<file path="src/rtl/usb_dfu_flash_seq.sv">
// DFU download sequencer: splits one buffered DNLOAD block into sector-erase and page-program
// commands for usb_spiflash_bridge and tracks bState/bStatus. Define USB_DFU_VERIFY_EN for a verify pass.
module usb_dfu_flash_seq #(
  parameter int ADDR_W = 24,
  parameter logic [ADDR_W-1:0] BASE_ADDR = 24'h100000,
  parameter int XFER_BITS = 8,
  parameter int PAGE_BITS = 8,
  parameter int SECTOR_BITS = 12,
  parameter int MAX_BLOCKS = 4096
) (
  input  logic                 clk,
  input  logic                 reset,
  input  logic                 dnload_start,
  input  logic [15:0]          dnload_block,
  input  logic [XFER_BITS:0]   dnload_len,
  input  logic                 abort,
  output logic                 busy,
  output logic [3:0]           dfu_state,
  output logic [3:0]           dfu_status,
  output logic                 flash_req,
  output logic [1:0]           flash_cmd,
  output logic [ADDR_W-1:0]    flash_addr,
  output logic [PAGE_BITS:0]   flash_len,
  output logic [XFER_BITS-1:0] buf_offset,
  input  logic                 flash_ack,
  input  logic                 flash_done,
  input  logic                 flash_err
);

  // state       | meaning
  // IDLE        | no work; dfu_state shows idle_code (dfuIDLE or dfuDNLOAD_IDLE)
  // CHECK       | range-check the latched block, choose erase or program
  // *_REQ/*_WAIT| command offered to the bridge / waiting for its done pulse
  // ADVANCE     | step past the finished chunk
  // MANIFEST    | one cycle of dfuMANIFEST after a zero-length block
  // ERROR       | dfuERROR, held until abort
  localparam logic [3:0] IDLE        = 4'd0;
  localparam logic [3:0] CHECK       = 4'd1;
  localparam logic [3:0] ERASE_REQ   = 4'd2;
  localparam logic [3:0] ERASE_WAIT  = 4'd3;
  localparam logic [3:0] PROG_REQ    = 4'd4;
  localparam logic [3:0] PROG_WAIT   = 4'd5;
`ifdef USB_DFU_VERIFY_EN
  localparam logic [3:0] VERIFY_REQ  = 4'd6;
  localparam logic [3:0] VERIFY_WAIT = 4'd7;
  localparam logic [3:0] PROG_OK     = VERIFY_REQ;
`endif
  localparam logic [3:0] ADVANCE     = 4'd8;
  localparam logic [3:0] MANIFEST    = 4'd9;
  localparam logic [3:0] ERROR       = 4'd10;
`ifndef USB_DFU_VERIFY_EN
  localparam logic [3:0] PROG_OK     = ADVANCE;
`endif

  localparam int LW = XFER_BITS + 1;
  localparam logic [PAGE_BITS:0] PAGE_SIZE = {1'b1, {PAGE_BITS{1'b0}}};
  localparam logic [XFER_BITS:0] XFER_SIZE = {1'b1, {XFER_BITS{1'b0}}};
  localparam logic [16:0] MAX_B = 17'(MAX_BLOCKS);

  logic [3:0]           state, ok_next, err_code, idle_code;
  logic [ADDR_W-1:0]    cur_addr, blk_addr;
  logic [XFER_BITS:0]   remaining, rem_next;
  logic [XFER_BITS-1:0] offset;
  logic [15:0]          blk;
  logic                 aborting, done_pend, err_pend;
  logic                 is_req, is_wait, cmd_done, cmd_err;
  logic [PAGE_BITS:0]   page_room, chunk;

  assign blk_addr  = ADDR_W'(dnload_block) << XFER_BITS;
  // A program chunk never runs past the end of the current flash page.
  assign page_room = PAGE_SIZE - {1'b0, cur_addr[PAGE_BITS-1:0]};
  assign chunk     = (remaining < LW'(page_room)) ? remaining[PAGE_BITS:0] : page_room;
  assign rem_next  = remaining - LW'(chunk);
  assign cmd_done  = done_pend | flash_done;
  assign cmd_err   = done_pend ? err_pend : flash_err;

  assign flash_addr = cur_addr;
  assign buf_offset = offset;

  always_comb begin
    is_req    = 1'b0;
    is_wait   = 1'b0;
    ok_next   = ADVANCE;
    err_code  = 4'd6;
    flash_req = 1'b0;
    flash_cmd = 2'b00;
    flash_len = '0;
    busy      = 1'b1;
    dfu_state = 4'd4;
    case (state)
      IDLE:       begin busy = 1'b0; dfu_state = idle_code; end
      ERROR:      begin busy = 1'b0; dfu_state = 4'd10; end
      MANIFEST:   dfu_state = 4'd7;
      ERASE_REQ:  begin is_req = 1'b1; flash_req = 1'b1; flash_cmd = 2'b01; end
      ERASE_WAIT: begin is_wait = 1'b1; flash_cmd = 2'b01; ok_next = PROG_REQ; err_code = 4'd4; end
      PROG_REQ:   begin is_req = 1'b1; flash_req = 1'b1; flash_cmd = 2'b10; flash_len = chunk; end
      PROG_WAIT:  begin is_wait = 1'b1; flash_cmd = 2'b10; flash_len = chunk; ok_next = PROG_OK; end
`ifdef USB_DFU_VERIFY_EN
      VERIFY_REQ: begin is_req = 1'b1; flash_req = 1'b1; flash_cmd = 2'b11; flash_len = chunk; end
      VERIFY_WAIT: begin
        is_wait = 1'b1; flash_cmd = 2'b11; flash_len = chunk; err_code = 4'd7;
      end
`endif
      default: ;
    endcase
  end

  always_ff @(posedge clk or posedge reset) begin
    if (reset) begin
      state      <= IDLE;
      cur_addr   <= '0;
      remaining  <= '0;
      offset     <= '0;
      blk        <= '0;
      aborting   <= 1'b0;
      done_pend  <= 1'b0;
      err_pend   <= 1'b0;
      idle_code  <= 4'd2;
      dfu_status <= 4'd0;
    end else begin
      case (state)
        IDLE: begin
          if (abort) begin
            idle_code  <= 4'd2;
            dfu_status <= 4'd0;
          end else if (dnload_start && dnload_len == '0) begin
            state     <= MANIFEST;
            idle_code <= 4'd2;
          end else if (dnload_start) begin
            state     <= CHECK;
            cur_addr  <= BASE_ADDR + blk_addr;
            remaining <= dnload_len;
            offset    <= '0;
            blk       <= dnload_block;
          end
        end
        CHECK: begin
          if (abort) begin
            state <= IDLE; idle_code <= 4'd2;
          end else if ({1'b0, blk} >= MAX_B || remaining > XFER_SIZE) begin
            state <= ERROR; dfu_status <= 4'd8;
          end else if (cur_addr[SECTOR_BITS-1:0] == '0) begin
            state <= ERASE_REQ;
          end else begin
            state <= PROG_REQ;
          end
        end
        ADVANCE: begin
          cur_addr  <= cur_addr + ADDR_W'(chunk);
          offset    <= offset + XFER_BITS'(chunk);
          remaining <= rem_next;
          if (abort) begin
            state <= IDLE; idle_code <= 4'd2;
          end else if (rem_next == '0) begin
            state <= IDLE; idle_code <= 4'd5;
          end else begin
            state <= PROG_REQ;
          end
        end
        MANIFEST: state <= IDLE;
        ERROR: begin
          if (abort) begin
            state <= IDLE; idle_code <= 4'd2; dfu_status <= 4'd0;
          end
        end
        default: begin
          // Each *_WAIT encoding is its *_REQ plus one.
          if (is_req) begin
            if (flash_ack) begin
              state     <= state + 4'd1;
              done_pend <= flash_done;
              err_pend  <= flash_err;
              aborting  <= abort;
            end else if (abort) begin
              state <= IDLE; idle_code <= 4'd2;
            end
          end else if (is_wait) begin
            if (cmd_done) begin
              done_pend <= 1'b0;
              aborting  <= 1'b0;
              if (aborting || abort) begin
                state <= IDLE; idle_code <= 4'd2;
              end else if (cmd_err) begin
                state <= ERROR; dfu_status <= err_code;
              end else begin
                state <= ok_next;
              end
            end else if (abort) begin
              aborting <= 1'b1;
            end
          end else begin
            state <= IDLE;
          end
        end
      endcase
    end
  end

endmodule

</file>
<file path="config.mk">
export PLATFORM = sky130hd
export DESIGN_NAME = usb_dfu_flash_seq
export DESIGN_NICKNAME = d
export VERILOG_FILES = /design/src/rtl/usb_dfu_flash_seq.sv
export SDC_FILE = /design/constraint.sdc
export NUM_CORES = 1
export LEC_CHECK = 0
export CAP_MARGIN = 5
export CELL_PAD_IN_SITES_DETAIL_PLACEMENT = 1
export CELL_PAD_IN_SITES_GLOBAL_PLACEMENT = 2
export CORE_ASPECT_RATIO = 2
export CORE_MARGIN = 1.5
export CORE_UTILIZATION = 34
export DETAILED_ROUTE_END_ITERATION = 16
export GPL_ROUTABILITY_DRIVEN = 0
export PLACE_DENSITY_LB_ADDON = 0.1
export REMOVE_ABC_BUFFERS = 1
export SYNTH_ARGS = -nofsm -noshare
export SYNTH_HDL_FRONTEND = slang
export SYNTH_SLANG_ARGS = --single-unit
</file>
<file path="constraint.sdc">
create_clock -name clk -period 14.3 [get_ports clk]
set_input_delay 4.29 -clock clk [delete_from_list [all_inputs] [get_ports clk]]
set_output_delay 4.29 -clock clk [all_outputs]
set_load 0.01 [all_outputs]
</file>
==> out/results.tsv, run 1 <==
metric	value	unit
Via Count	4861	
core area	13890	µm²
worst reg2reg startpoint	flash_addr[3]$_DFFE_PP0P_	
skew final	7.564	ps
initial core utilization	0.3489	
GRT Util Overall	0.2534	
# setup viols final	0	
crit end category	primary output	
number of diodes	0	
critical path arrival	4470	ps
Post-synth EDFFs	0	
Min-Delay Endpoint	blk[14]$_DFFE_PP0P_	
Avg Vias per Cell	5.620	
syn avg cell area	8.063	µm²
cts bufs inserted	9	
Area growth syn-to-layout	27.47	%
# IOs	85	
CP Cell Sequence	or4_4 -> nor2_1 -> xnor2_1 -> inv_1 -> ha_1 -> a21o_1 -> nand3_1 -> o211ai_1 -> nor2_1 -> nor2_1 -> a21oi_1 -> nor2_1 -> clkdlybuf4s50_1	
CTS tree	yes	
Yosys warning count	0	
max_slew headroom	0.3828	
Hold Path Class	reg -> reg	
Worst-Skew Late Latency	340	ps
WS Path Type	reg -> out	
Max Fclk	114.1	MHz
Avg WL per Cell	20.53	µm
CP Launch Type	register	
Worst-path clk slew	60	ps
antenna violations before repair	0	
Detailed Route WL	17760	µm
worst slew pin tran	922.4	ps
endpoints failing hold	0	
Antenna Nets Post-Route	0	
drt initial violations	150	
top cells by count, synth	65 x nand2_1, 59 x nor2_1, 58 x dfrtp_1, 47 x o21ai_0, 38 x ha_1	
CTS Sinks	59	
worst hold margin	479.0	ps
setup TNS	0	ps
Synth Register Bits	59	
top_reg_cell synth	dfrtp_1	
worst-path maximum fanout	14	
FP Rows	61	
Max Slew Vio Count	0	
register area share after synthesis	0.3049	
Hold Startpoint	blk[14]$_DFFE_PP0P_	
Synth cell types	63	
share of cells above drive strength 1	0.05621	
Critical Path RT	10010	ps
Mapped Cells	601	
unrepaired setup endpoints after global routing	false	
FF-to-FF End	flash_addr[21]$_DFFE_PP0P_	
Synth area leader	dfrtp_1	
CTS Hold Bufs	0	
Port Buffers	83	
post_cts resized	0	
largest net degree at the start of global routing	60	
die area	15020	µm²
post-CTS setup buffers	0	
Die Ht	171.8	µm
Initial DRT Pass Iterations	4	
Max Cap Viol	0	
clk buf depth	2	
internal reg-to-reg setup slack	8190	ps
Synth area leaders	dfrtp_1 30%, ha_1 9.8%, nand2_1 5.0%	
synthesized area	4846	µm²
post-route minimum period	8762	ps
Slowest-stage cell, CP	nor2_1	
R2R depth	20	
WHS Path Cells	2	
CP max stage delay	740	ps
detailed placement HPWL	13630	µm
most frequent cell on the critical path	nor2_1	
top-count cell post-synth	nand2_1	
FFs w/ async S/R, synth	1.000	
Die X	87.42	µm
outcome	complete, no violations	
post-synth top area share	0.2995	
CTS root buf	clkbuf_16	
Tcrit/Tclk final	0.6127	
vias in the first global route	5413	
H-tree depth	3	
total grt overflow	0	
residual DRC count	0	
first-pass GRT wire length	28560	µm
NumNets Final	744	
[worst max-delay path: cells and delay by family, from the launching register on]
kind | cells | cell delay, ps
flops | 1 | 450
compound gates | 3 | 940
buf+inv | 2 | 580
simple gates | 6 | 1800
xor+xnor | 1 | 180
fa+ha+maj | 1 | 180
[flip-flops by register name, indices dropped and copies added (netlist names)]
register / cells
blk: 4
dfu_status: 3
remaining: 9
idle_code: 4
err_pend: 1
done_pend: 1
state: 4
aborting: 1
flash_addr: 24
buf_offset: 8
[cell families after synthesis]
logic type | Yosys count | synth area share
adder cells (fa/ha/maj) | 41 | 0.1105
multiplexers | 12 | 0.02634
other | 1 | 0.0007739
buffers and inverters | 65 | 0.05319
XOR/XNOR | 24 | 0.04338
flip-flops | 59 | 0.3049
AND/OR/NAND/NOR | 225 | 0.2288
AO/OA/AOI/OAI | 174 | 0.2321
[worst max-delay path by stage]
stage / slack [ps] / from / end / depth (start not counted)
after floorplan: 6920 / flash_addr[3]$_DFFE_PP0P_ / flash_len[1] / 12
after global placement: 6120 / flash_addr[3]$_DFFE_PP0P_ / flash_len[1] / 13
after detailed placement: 5930 / flash_addr[3]$_DFFE_PP0P_ / flash_len[1] / 13
after CTS: 5550 / flash_addr[3]$_DFFE_PP0P_ / flash_len[1] / 13
after global routing: 5220 / flash_addr[3]$_DFFE_PP0P_ / flash_len[1] / 13
final: 5540 / flash_addr[3]$_DFFE_PP0P_ / flash_len[1] / 13
[layout by cell type, fill, tap and decap left out, types with 7 or more instances in the layout]
cell type,count
o21a_1,7
and3_1,8
a211oi_1,14
xnor2_1,10
a311oi_1,10
a21oi_1,36
ha_1,38
nand2_1,65
a31oi_1,9
nor2_1,59
dfrtp_1,58
clkbuf_16,9
inv_1,34
a21o_1,10
nor4_1,8
xor2_1,14
o21ai_0,47
o22ai_1,8
nor3_1,19
nand3_1,20
clkdlybuf4s50_1,83
[routing by layer]
metal  wire length (µm)  track usage
met4                829       0.1360
met3                392      0.03167
met2              10230       0.4916
met1               6308       0.2504
met5                  0            0
[stage by stage]
step | cells | area (µm²) | setup slack, ps | util
floorplan | 572 | 4723 | 6922 | -
finish | 865 | 6177 | 5538 | 0.4447
global placement | 849 | 5828 | 6120 | 0.4196
global route | 865 | 6177 | 5225 | 0.4447
CTS | 865 | 6177 | 5554 | 0.4447
detailed placement | 849 | 5828 | 5927 | 0.4196
[final cells by class]
cell class	instances	area [µm²]
clock inverter	7	123.9
inverter	36	135.1
fill	1678	7714
tap	189	236.5
clock buffer	9	225.2
sequential	59	1478
timing repair buffer	88	868.3
multi-input combinational	477	3110
Power of run 1 is left out: the tool's default activity adds up to more than one toggle a clock period on the data nets, which glitch-free logic cannot reach.
==> run 2: changes to the inputs <==
- CORE_UTILIZATION: 34 -> 31
- clock period: 14.3 -> 8.3 ns (I/O delays scaled with it)
==> run 2 against run 1 <==
  * Clock-buffer cell count is 3 higher
  * Via count is 0.43% higher
  * Sequential share of layout area is 0.053 points lower
==> out/results.tsv, run 2 (synthesis gave the netlist of run 1 again) <==
metric	value	unit
internal reg-to-reg setup slack	2390	ps
critical path arrival	4250	ps
Critical Path RT	5810	ps
endpoints failing hold	0	
max FFs per register	24	
unrepaired setup endpoints after global routing	false	
CTS Hold Bufs	0	
post_cts resized	0	
post-CTS setup buffers	0	
core area	15290	µm²
Port Buffers	83	
Antenna Nets Post-Route	0	
Die Ht	179.8	µm
CP Cell Sequence	or4_4 -> nor2_1 -> xnor2_1 -> inv_1 -> ha_1 -> nand4_1 -> a211oi_1 -> nor2_1 -> buf_4 -> a21oi_1 -> nor2_1 -> clkdlybuf4s50_1	
# fillers	1827	
CP Launch Type	register	
outcome	complete, no violations	
worst-path maximum fanout	14	
Worst-path clk slew	50	ps
# IOs	85	
Detailed Route WL	18530	µm
most frequent cells in the layout	83 x clkdlybuf4s50_1, 65 x nand2_1, 59 x nor2_1	
Via Count	4882	
Slowest-stage cell, CP	a21oi_1	
Max Cap Viol	0	
Avg WL per Cell	21.13	µm
drt initial violations	209	
Avg Vias per Cell	5.567	
H-tree depth	3	
Max Fclk	148.3	MHz
WS Path Type	reg -> out	
crit end category	primary output	
NumNets Final	747	
GRT Util Overall	0.2322	
Max Slew Vio Count	0	
largest net degree at the start of global routing	60	
FP Rows	64	
most frequent cell on the critical path	nor2_1	
CTS tree	yes	
cts bufs inserted	9	
commonest non-fill, non-tap cell in the layout	clkdlybuf4s50_1	
detailed placement HPWL	14350	µm
residual DRC count	0	
delay-heaviest family, CP	simple AND/OR/NAND/NOR gates	
die area	16440	µm²
post-route minimum period	6743	ps
max_slew headroom	0.4165	
number of diodes	0	
# setup viols final	0	
CTS root buf	clkbuf_16	
CP max stage delay	610	ps
initial core utilization	0.3168	
Worst-Skew Late Latency	350	ps
CTS Sinks	59	
share of cells above drive strength 1	0.05891	
vias in the first global route	5308	
Hold Path Class	reg -> reg	
Die X	91.41	µm
Area growth syn-to-layout	27.76	%
first-pass GRT wire length	29130	µm
Tcrit/Tclk final	0.8124	
worst slew pin tran	875.2	ps
clk buf depth	2	
antenna violations before repair	0	
skew final	7.381	ps
Initial DRT Pass Iterations	4	
Buffers & Inverters on Critical Path	3	
setup TNS	0	ps
total grt overflow	0	
-- run 2: metrics by stage --
step	util	worst slack (ps)	area (µm²)	hold slack, ps	std cells
after floorplan	-	2722	4723	437.0	572
after global placement	0.3833	2207	5862	458.0	861
after detailed placement	0.3833	1949	5862	461.8	861
after CTS	0.4048	1558	6191	475.0	877
after global routing	0.4048	1295	6191	496.5	877
final	0.4048	1557	6191	469.6	877
-- run 2: layer usage --
layer  up-vias  track usage  part of all wire
li1       2328            -                 -
met1      2418       0.2229              0.35
met2       100       0.4597              0.59
met3        36      0.03680             0.026
met4         0       0.1138             0.039
met5         -            0                 0
-- run 2: worst reg2reg max path: cells and delay by family, from the launching register on --
| kind | cells | cell delay, ps |
|---|---|---|
| AOI/OAI and AO/OA | 8 | 2640 |
| adders and majority gates | 3 | 970 |
| and+or+nand+nor | 4 | 990 |
| xor gates and xnor gates | 2 | 400 |
| DFF | 1 | 450 |
| buffers and inverters | 3 | 340 |
-- run 2: layout make-up --
cell class	count	area, µm²	share of cell area
Clock buffer	12	256.5	0.04143
Tap cell	198	247.7	0.04002
Timing Repair Buffer	91	890.9	0.1439
Sequential cell	59	1478	0.2387
Multi-Input combinational cell	477	3110	0.5024
Inverter	36	135.1	0.02183
Clock inverter	4	72.57	0.01172
-- run 2: final timing paths --
kind	cells after the start	from	to
hold reg to reg	2	blk[14]$_DFFE_PP0P_	blk[14]$_DFFE_PP0P_
max in group asynchronous	3	reset	flash_addr[5]$_DFFE_PP0P_
hold / removal	2	blk[14]$_DFFE_PP0P_	blk[14]$_DFFE_PP0P_
min in group asynchronous	3	reset	dfu_status[2]$_DFFE_PP0P_
setup reg to reg	20	flash_addr[3]$_DFFE_PP0P_	idle_code[3]$_DFFE_PP0P_
setup / recovery	12	flash_addr[3]$_DFFE_PP0P_	flash_len[1]
Power of run 2 is left out for the same reason.
==> run 3: changes to the inputs <==
- clock period: 8.3 -> 6.65 ns (I/O delays scaled with it)
==> run 3 against run 2 <==
  * Flip-flop and latch count stayed put
  * Wire length is 1.0% higher
  * Final cell count is 0.11% higher
  * First-iteration DRC count is 31% lower
  * Global-route usage is 0.46 points higher
  * Final area is 0.67% lower
  * Worst hold slack better by 2.7 ps
  * Clock skew hardly changed
  * Critical path depth is 2 lower
  * Setup slack worse by 910 ps
  * Non-clock buffer count is 1 higher
  * Sequential share of layout area is 0.16 points higher
  * Largest cell class unchanged
==> out/results.tsv, run 3 (synthesis gave the netlist of run 1 again) <==
metric	value	unit
first-pass GRT wire length	29780	µm
# IOs	85	
Avg WL per Cell	21.32	µm
largest net degree at the start of global routing	60	
Avg Vias per Cell	5.598	
post-CTS setup buffers	0	
Final Worst Setup Slack	644.2	ps
Die Ht	179.8	µm
Max Slew Vio Count	0	
CTS tree	yes	
clk buf depth	2	
Worst setup endpoint	flash_len[1]	
CTS Hold Bufs	0	
max FFs per register	24	
Via Count	4915	
NumNets Final	748	
drt initial violations	144	
share of cells above drive strength 1	0.06176	
CP Launch Type	register	
detailed placement HPWL	14590	µm
most frequent cells in the layout	83 x clkdlybuf4s50_1, 65 x nand2_1, 59 x nor2_1	
GRT Util Overall	0.2368	
internal reg-to-reg setup slack	1040	ps
commonest non-fill, non-tap cell in the layout	clkdlybuf4s50_1	
die area	16440	µm²
Port Buffers	83	
non-filler instance count after layout	878	
worst slew pin tran	870.9	ps
Worst-Skew Late Latency	350	ps
Critical Path RT	4660	ps
outcome	complete, no violations	
FF-to-FF End	flash_addr[20]$_DFFE_PP0P_	
Max Fclk	166.5	MHz
post_cts resized	0	
WS Path Type	reg -> out	
R2R depth	18	
Tcrit/Tclk final	0.9031	
worst-path maximum fanout	7	
post-layout util	0.4021	
antenna violations before repair	0	
CP max stage delay	630	ps
FP Rows	64	
number of diodes	0	
CP Cell Sequence	or4_4 -> nor4_4 -> xor2_1 -> ha_1 -> nand4_1 -> a211oi_1 -> nor2_1 -> a21oi_1 -> nor2_1 -> clkdlybuf4s50_1	
dpl cells	862	
critical path arrival	4010	ps
# setup viols final	0	
max_slew headroom	0.4194	
dpl ws	994.6	ps
vias in the first global route	5445	
CTS root buf	clkbuf_16	
Die X	91.41	µm
total grt overflow	0	
cts bufs inserted	9	
crit end category	primary output	
Detailed Route WL	18720	µm
# fillers	1834	
core area	15290	µm²
Area growth syn-to-layout	26.90	%
Hold Path Class	reg -> reg	
unrepaired setup endpoints after global routing	false	
worst reg2reg startpoint	flash_addr[2]$_DFFE_PP0P_	
CP startpoint	flash_addr[2]$_DFFE_PP0P_	
residual DRC count	0	
most frequent cell on the critical path	nor2_1	
Worst-path clk slew	60	ps
endpoints failing hold	0	
CTS Sinks	59	
Max Cap Viol	0	
setup TNS	0	ps
initial core utilization	0.3168	
Initial DRT Pass Iterations	4	
post-route minimum period	6006	ps
skew final	7.821	ps
Antenna Nets Post-Route	0	
Slowest-stage cell, CP	a21oi_1	
H-tree depth	3	
==> run 3: cell count changes in the layout (fill, tap and decap cells not counted), sizes merged <==
cell | before | now
buf | 8 | 9
clkbuf | 12 | 10
clkinvlp | 1 | 3
bufinv | 2 | 0
clkinv | 2 | 4
==> run 3: per-layer routing <==
metal,share of wire,vias up,GRT usage
li1,-,2326,-
met1,0.35,2435,0.2267
met2,0.58,106,0.4612
met3,0.028,48,0.03892
met4,0.046,0,0.1313
met5,0,-,0
==> run 3: how the worst min path moves through the flow <==
stage | start | endpoint | slack (ps) | cells after the start
global placement | blk[13]$_DFFE_PP0P_ | blk[13]$_DFFE_PP0P_ | 460 | 2
finish | blk[14]$_DFFE_PP0P_ | blk[14]$_DFFE_PP0P_ | 470 | 2
CTS | blk[14]$_DFFE_PP0P_ | blk[14]$_DFFE_PP0P_ | 480 | 2
detailed placement | blk[14]$_DFFE_PP0P_ | blk[14]$_DFFE_PP0P_ | 460 | 2
global route | blk[14]$_DFFE_PP0P_ | blk[14]$_DFFE_PP0P_ | 500 | 2
floorplan | blk[15]$_DFFE_PP0P_ | blk[15]$_DFFE_PP0P_ | 440 | 2
==> run 3: metrics by stage <==
| step | cell area, µm² | hold WS (ps) |
|---|---|---|
| 6_report | 6150 | 472.3 |
| 5_1_grt | 6150 | 500.0 |
| 4_1_cts | 6150 | 478.2 |
| 3_5_place_dp | 5869 | 460.5 |
| 3_3_place_gp | 5869 | 457.5 |
| 2_1_floorplan | 4723 | 437.0 |
==> run 3: final cells by class <==
type                            count  area, µm²  share of cell area
Multi-Input combinational cell    477       3110              0.5058
Tap cell                          198      247.7             0.04028
Clock inverter                      6      41.29            0.006714
Sequential cell                    59       1478              0.2403
Clock buffer                       10      239.0             0.03886
Timing Repair Buffer               92      898.4              0.1461
Inverter                           36      135.1             0.02197
==> run 3: critical path, delay by kind of cell, from the launching register on <==
| family | cells | cell delay (ps) |
|---|---|---|
| AND/OR/NAND/NOR | 5 | 1210 |
| AO/OA/AOI/OAI | 2 | 1030 |
| buffers and inverters | 1 | 520 |
| flip-flops | 1 | 450 |
| adder cells (fa/ha/maj) | 1 | 320 |
| XOR/XNOR | 1 | 130 |
Power of run 3 is left out for the same reason.
